[src/rtl/tdm_demux16_if.sv]
// Bus between the TDM serial source and the tdm_demux16 receiver.
// The source drives the slot strobe and serial bit; the receiver returns the frame and slot status.
interface tdm_demux16_if #(
    parameter int WIDTH = 16,
    parameter int SEL_W = 4
);
    logic             en;
    logic             frame_start;
    logic             din;
    logic [0:WIDTH-1] dout;
    logic             valid;
    logic [0:SEL_W-1] sel;
    logic             busy;
    logic             sync_err;

    modport master (
        output en, frame_start, din,
        input  dout, valid, sel, busy, sync_err
    );

    modport slave (
        input  en, frame_start, din,
        output dout, valid, sel, busy, sync_err
    );
endinterface

[src/rtl/tdm_demux16.sv]
// Receive side of the 16:1 TDM link: steers one serial bit per strobe into its slot
// and presents each completed frame in parallel with a one-cycle valid pulse.
module tdm_demux16 #(
    parameter int WIDTH = 16,
    parameter int SEL_W = 4
) (
    input logic          clk,
    input logic          reset,
    tdm_demux16_if.slave bus
);
    typedef enum logic {IDLE = 1'b0, RECV = 1'b1} state_t;

    localparam logic [SEL_W-1:0] LAST_SLOT = SEL_W'(WIDTH - 1);
    localparam logic [SEL_W-1:0] ONE       = SEL_W'(1);

    state_t           state_q, state_d;
    logic [SEL_W-1:0] slot_q, slot_d;
    logic [0:WIDTH-1] buf_q, buf_d;
    logic [0:WIDTH-1] dout_q, dout_d;
    logic             valid_q, valid_d;
    logic             sync_err_q, sync_err_d;

    always_ff @(posedge clk) begin
        if (reset) begin
            state_q    <= IDLE;
            slot_q     <= '0;
            buf_q      <= '0;
            dout_q     <= '0;
            valid_q    <= 1'b0;
            sync_err_q <= 1'b0;
        end else begin
            state_q    <= state_d;
            slot_q     <= slot_d;
            buf_q      <= buf_d;
            dout_q     <= dout_d;
            valid_q    <= valid_d;
            sync_err_q <= sync_err_d;
        end
    end

    always_comb begin
        state_d    = state_q;
        slot_d     = slot_q;
        buf_d      = buf_q;
        dout_d     = dout_q;
        valid_d    = 1'b0;
        sync_err_d = 1'b0;
        if (bus.en) begin
            case (state_q)
                IDLE: begin
                    // Bits arriving before any frame marker carry no slot alignment and are dropped.
                    if (bus.frame_start) begin
                        buf_d[0] = bus.din;
                        slot_d   = ONE;
                        state_d  = RECV;
                    end
                end
                RECV: begin
                    if (bus.frame_start) begin
                        // Realign on the new marker; stale bits above slot 0 are overwritten before use.
                        sync_err_d = 1'b1;
                        buf_d[0]   = bus.din;
                        slot_d     = ONE;
                    end else if (slot_q == LAST_SLOT) begin
                        dout_d          = buf_q;
                        dout_d[WIDTH-1] = bus.din;
                        valid_d         = 1'b1;
                        slot_d          = '0;
                        state_d         = IDLE;
                    end else begin
                        buf_d[slot_q] = bus.din;
                        slot_d        = slot_q + ONE;
                    end
                end
                default: state_d = IDLE;
            endcase
        end
    end

    assign bus.dout     = dout_q;
    assign bus.valid    = valid_q;
    assign bus.sel      = (state_q == RECV) ? slot_q : '0;
    assign bus.busy     = (state_q == RECV);
    assign bus.sync_err = sync_err_q;
endmodule
[src/flat_wrapper.sv]
// flat-port wrapper written by rule: the top's interface ports become plain ports
module tdm_demux16_flat 
#(
    parameter int WIDTH = 16,
    parameter int SEL_W = 4
)
  (clk, reset, bus_en, bus_frame_start, bus_din, bus_dout, bus_valid, bus_sel, bus_busy, bus_sync_err);
  tdm_demux16_if #(.WIDTH(WIDTH), .SEL_W(SEL_W)) bus_i ();
  input logic clk;
  input logic reset;
  input wire logic [$bits(bus_i.en)-1:0] bus_en;
  input wire logic [$bits(bus_i.frame_start)-1:0] bus_frame_start;
  input wire logic [$bits(bus_i.din)-1:0] bus_din;
  output wire logic [$bits(bus_i.dout)-1:0] bus_dout;
  output wire logic [$bits(bus_i.valid)-1:0] bus_valid;
  output wire logic [$bits(bus_i.sel)-1:0] bus_sel;
  output wire logic [$bits(bus_i.busy)-1:0] bus_busy;
  output wire logic [$bits(bus_i.sync_err)-1:0] bus_sync_err;
  assign bus_i.en = bus_en;
  assign bus_i.frame_start = bus_frame_start;
  assign bus_i.din = bus_din;
  assign bus_dout = bus_i.dout;
  assign bus_valid = bus_i.valid;
  assign bus_sel = bus_i.sel;
  assign bus_busy = bus_i.busy;
  assign bus_sync_err = bus_i.sync_err;
  tdm_demux16 #(.WIDTH(WIDTH), .SEL_W(SEL_W)) u_core (.clk(clk), .reset(reset), .bus(bus_i));
endmodule
[config.mk]
export PLATFORM = sky130hd
export DESIGN_NAME = tdm_demux16_flat
export DESIGN_NICKNAME = d
export VERILOG_FILES = /design/src/rtl/tdm_demux16_if.sv /design/src/rtl/tdm_demux16.sv /design/src/flat_wrapper.sv
export SDC_FILE = /design/constraint.sdc
export NUM_CORES = 1
export LEC_CHECK = 0
export BUFFER_PORTS_ARGS = -buffer_cell sky130_fd_sc_hd__buf_2
export CORE_AREA = 2 2 65 67
export CTS_CLUSTER_DIAMETER = 150
export DETAILED_ROUTE_END_ITERATION = 8
export DIE_AREA = 0 0 67 69
export PLACE_DENSITY = 0.71
export SYNTH_ARGS = -nofsm -noshare
export SYNTH_HDL_FRONTEND = slang
export SYNTH_SLANG_ARGS = --single-unit
[constraint.sdc]
create_clock -name clk -period 1.84 [get_ports clk]
set_input_delay 0.184 -clock clk [delete_from_list [all_inputs] [get_ports clk]]
set_output_delay 0.184 -clock clk [all_outputs]
set_load 0.01 [all_outputs]
==> results.py <==
metrics = {
    "sta": {
        "timing.setup.tns_ns": 0,
        "tightest_slew_ns": 0.620,
        "fin_crit_ns": 1.66,
        "hold_ws_ns": 0.248,
        "timing_hold_violations_final": 0,
        "clock_skew_ns": 0.00525,
        "max-slew-margin-rel_pct": 58.7,
        "fmax_ghz": 0.602,
        "rsz0062_at_grt": "no",
        "finalWorstSetupSlack_ns": 0.179,
        "min_period_over_period_pct": 90.3,
        "setup_violations": 0,
        "slew_violations": 0,
    },
    "synth": {
        "ys_async_sr_fraction_pct": 0,
        "seq_area_frac_synth_pct": 43.0,
        "synthesis.area_um2": 1770,
        "synth.distinct_cells": 33,
        "yosysTopAreaCell": "dfxtp_1",
        "ys_seq_elements": 38,
        "netlist_instances": 179,
        "syn_nets": 188,
        "yosys-top-cells-area": "dfxtp_1 43%, mux2i_1 17%, nand2b_1 12%",
        "synth_most_common_cell": "dfxtp_1",
        "ys.warnings.count": 0,
        "yosys-top-cells-count": "38 x dfxtp_1, 35 x nand2b_1, 30 x mux2i_1",
        "synth-main-ff-cell": "dfxtp_1",
        "netlist.area_leader.share_pct": 43.0,
        "synth_edf_count": 0,
        "synth_area_per_cell_um2": 9.88,
    },
    "global_routing": {
        "first_global_vias": 1163,
        "antenna_found_initial": 0,
        "overflow": 0,
        "grt_max_degree": 39,
        "track_usage_pct": 14.9,
        "grt_pass1_wl_um": 5300,
    },
    "place": {
        "dp_slack_ns": 0.0228,
        "dp.final_hpwl_um": 2150,
        "placed_area_um2": 1900,
        "place_congestion": 0.857,
        "portBuffers": 27,
    },
    "finish": {
        "post_route_cells_drive_above_1_share_pct": 22.8,
        "syn_to_final_growth_pct": 12.4,
        "stdcell_area_um2": 1990,
        "diodes": 0,
        "num-fill-cells": 400,
        "regArea_um2": 761,
        "nets": 212,
        "multi_input_area_um2": 897,
    },
    "routing": {
        "wirelength_um": 3230,
        "wl_met3_um": 164,
        "drc": 0,
        "ant_nets": 0,
        "wl_met2_um": 1430,
        "wl_met1_um": 1580,
        "firstDrtPassIters": 4,
        "dr.max_layer_used": "met4",
        "via_per_inst": 5.01,
        "drt_iter0_drc": 37,
        "wire_per_inst_um": 12.8,
        "vias": 1263,
    },
    "clock_network": {
        "clkLatencyLatePin_ns": 0.29,
        "cts_htree_levels": 2,
        "cts_made_buffers": 5,
        "cts_tree": "done",
        "clock-sinks": 38,
        "ctsLongestPathBuffers": 2,
        "cts.clk_slew.worst_paths_ns": 0.07,
        "clock-root-buffer": "clkbuf_8",
        "cts_setup_buffers": 0,
    },
    "setup_path": {
        "arrival_ns": 1.82,
        "critical_path.cell_chain": "ha_2 > nand4b_4 > or2_2 > mux2i_1",
        "timing.rr.end": "u_core.bus.dout[11]",
        "crit_slowest_cell": "or2_2",
        "path_class": "reg2reg",
        "r2r_slack_ns": 0.18,
        "path_max_fanout": 13,
        "rr_worst_depth": 4,
        "start_kind": "flip-flop",
        "cp-end-kind": "flip-flop",
        "cp_slowest_stage_delay_ns": 0.48,
        "required_ns": 2.00,
        "timing.rr.start": "u_core.slot_q[1]",
    },
    "min_path": {
        "hold_path.class": "in2reg",
        "holdPathEnd": "u_core.bus.sync_err",
        "whs_path_depth": 2,
        "hp-start": "bus_frame_start",
    },
    "power_and_ir_drop": {
        "swShare_pct": 21.8,
        "switching_power_uw": 322,
        "power.share.clock_pct": 37.8,
        "p_int_mw": 1.15,
        "p_per_area_nw_per_um2": 742,
        "combPwrFrac_pct": 5.9,
        "p_leak_nw": 0.858,
        "seqPwrFrac_pct": 56.3,
        "power_mw": 1.47,
        "peakVddDrop_v": 0.000525,
    },
    "die": {
        "rows": 23,
        "dieArea_um2": 4620,
        "start_util_pct": 45.2,
        "die_h_um": 69,
        "io_pins": 28,
        "core_um2": 3910,
        "fp.dieW_um": 67,
    },
    "status": {
        "status": "completed",
    },
    "run": {
        "max_cap_violations": 0,
    },
}
sequential cells by signal (all words and copies together), names as in the netlist:
register,flops
u_core.bus.valid,1
u_core.buf_q,15
u_core.slot_q,4
u_core.bus.sync_err,1
u_core.bus.busy,1
u_core.bus.dout,16
worst max-delay path by stage:
stage	depth (start not counted)	end	startpoint
3_5_place_dp	4	u_core.bus.dout[10]	u_core.slot_q[1]
2_1_floorplan	7	u_core.bus.dout[0]	u_core.slot_q[0]
5_1_grt	4	u_core.bus.dout[11]	u_core.slot_q[1]
4_1_cts	4	u_core.bus.dout[11]	u_core.slot_q[1]
6_report	4	u_core.bus.dout[11]	u_core.slot_q[1]
3_3_place_gp	4	u_core.bus.dout[9]	u_core.slot_q[1]
area by class of cell:
cell class	instances	share of cell area, %
Clock buffer	6	4.16
Inverter	3	0.567
Multi-Input combinational cell	123	45.2
Sequential cell	38	38.3
Tap cell	50	3.15
Timing Repair Buffer	32	8.69
per-layer routing:
layer | GRT usage [%] | up-vias
met1 | 20.0 | 586
met3 | 5.55 | 6
met5 | 0 | -
li1 | - | 645
met2 | 21.5 | 26
met4 | 6.12 | 0
power groups by stage:
| stage | Sequential [mW] | Combinational [mW] | Clock [mW] |
|---|---|---|---|
| after floorplan | 0.851 | 0.0611 | 0 |
| after global placement | 0.849 | 0.0856 | 0 |
| after detailed placement | 0.849 | 0.0855 | 0 |
| after CTS | 0.830 | 0.0852 | 0.576 |
| after global routing | 0.830 | 0.0938 | 0.598 |
| final | 0.830 | 0.0864 | 0.557 |
cell usage in the layout, fill, tap and decap left out, types with 2 or more instances in the layout:
cell / count
and2_1: 4
nand4b_1: 3
buf_2: 27
or2_2: 2
o21ai_0: 3
nor3_1: 3
nand3_1: 5
dfxtp_1: 38
clkbuf_8: 6
nor2_1: 13
nand2_1: 3
inv_1: 3
ha_1: 3
mux2i_1: 30
a21oi_1: 4
nand2b_1: 35
a31oi_1: 2
buf_4: 5
nand4_1: 2
stage by stage:
| step | util [%] | instances |
|---|---|---|
| floorplan | - | 179 |
| CTS | 50.7 | 252 |
| finish | 50.8 | 252 |
| global route | 50.8 | 252 |
| detailed placement | 48.6 | 246 |
| global placement | 48.6 | 246 |
critical path: cells and delay by family (launching register included):
kind	cells	cell delay (ns)
and+or+nand+nor	2	0.61
DFF	1	0.42
adders and majority gates	1	0.32
muxes	1	0.18
cells by family after synthesis:
group | after synthesis | synth area share, %
buffers and inverters | 18 | 6.37
adders and majority gates | 4 | 2.83
muxes | 30 | 17.0
AOI/OAI and AO/OA | 12 | 4.10
and+or+nand+nor | 77 | 26.7
DFF | 38 | 43.0
repair_timing:
item,4_1_cts,5_1_grt
endpoints found under the setup margin,0,13
resized for setup,0,2
hold buffers,0,0
(Power assumes the default switching activity.)
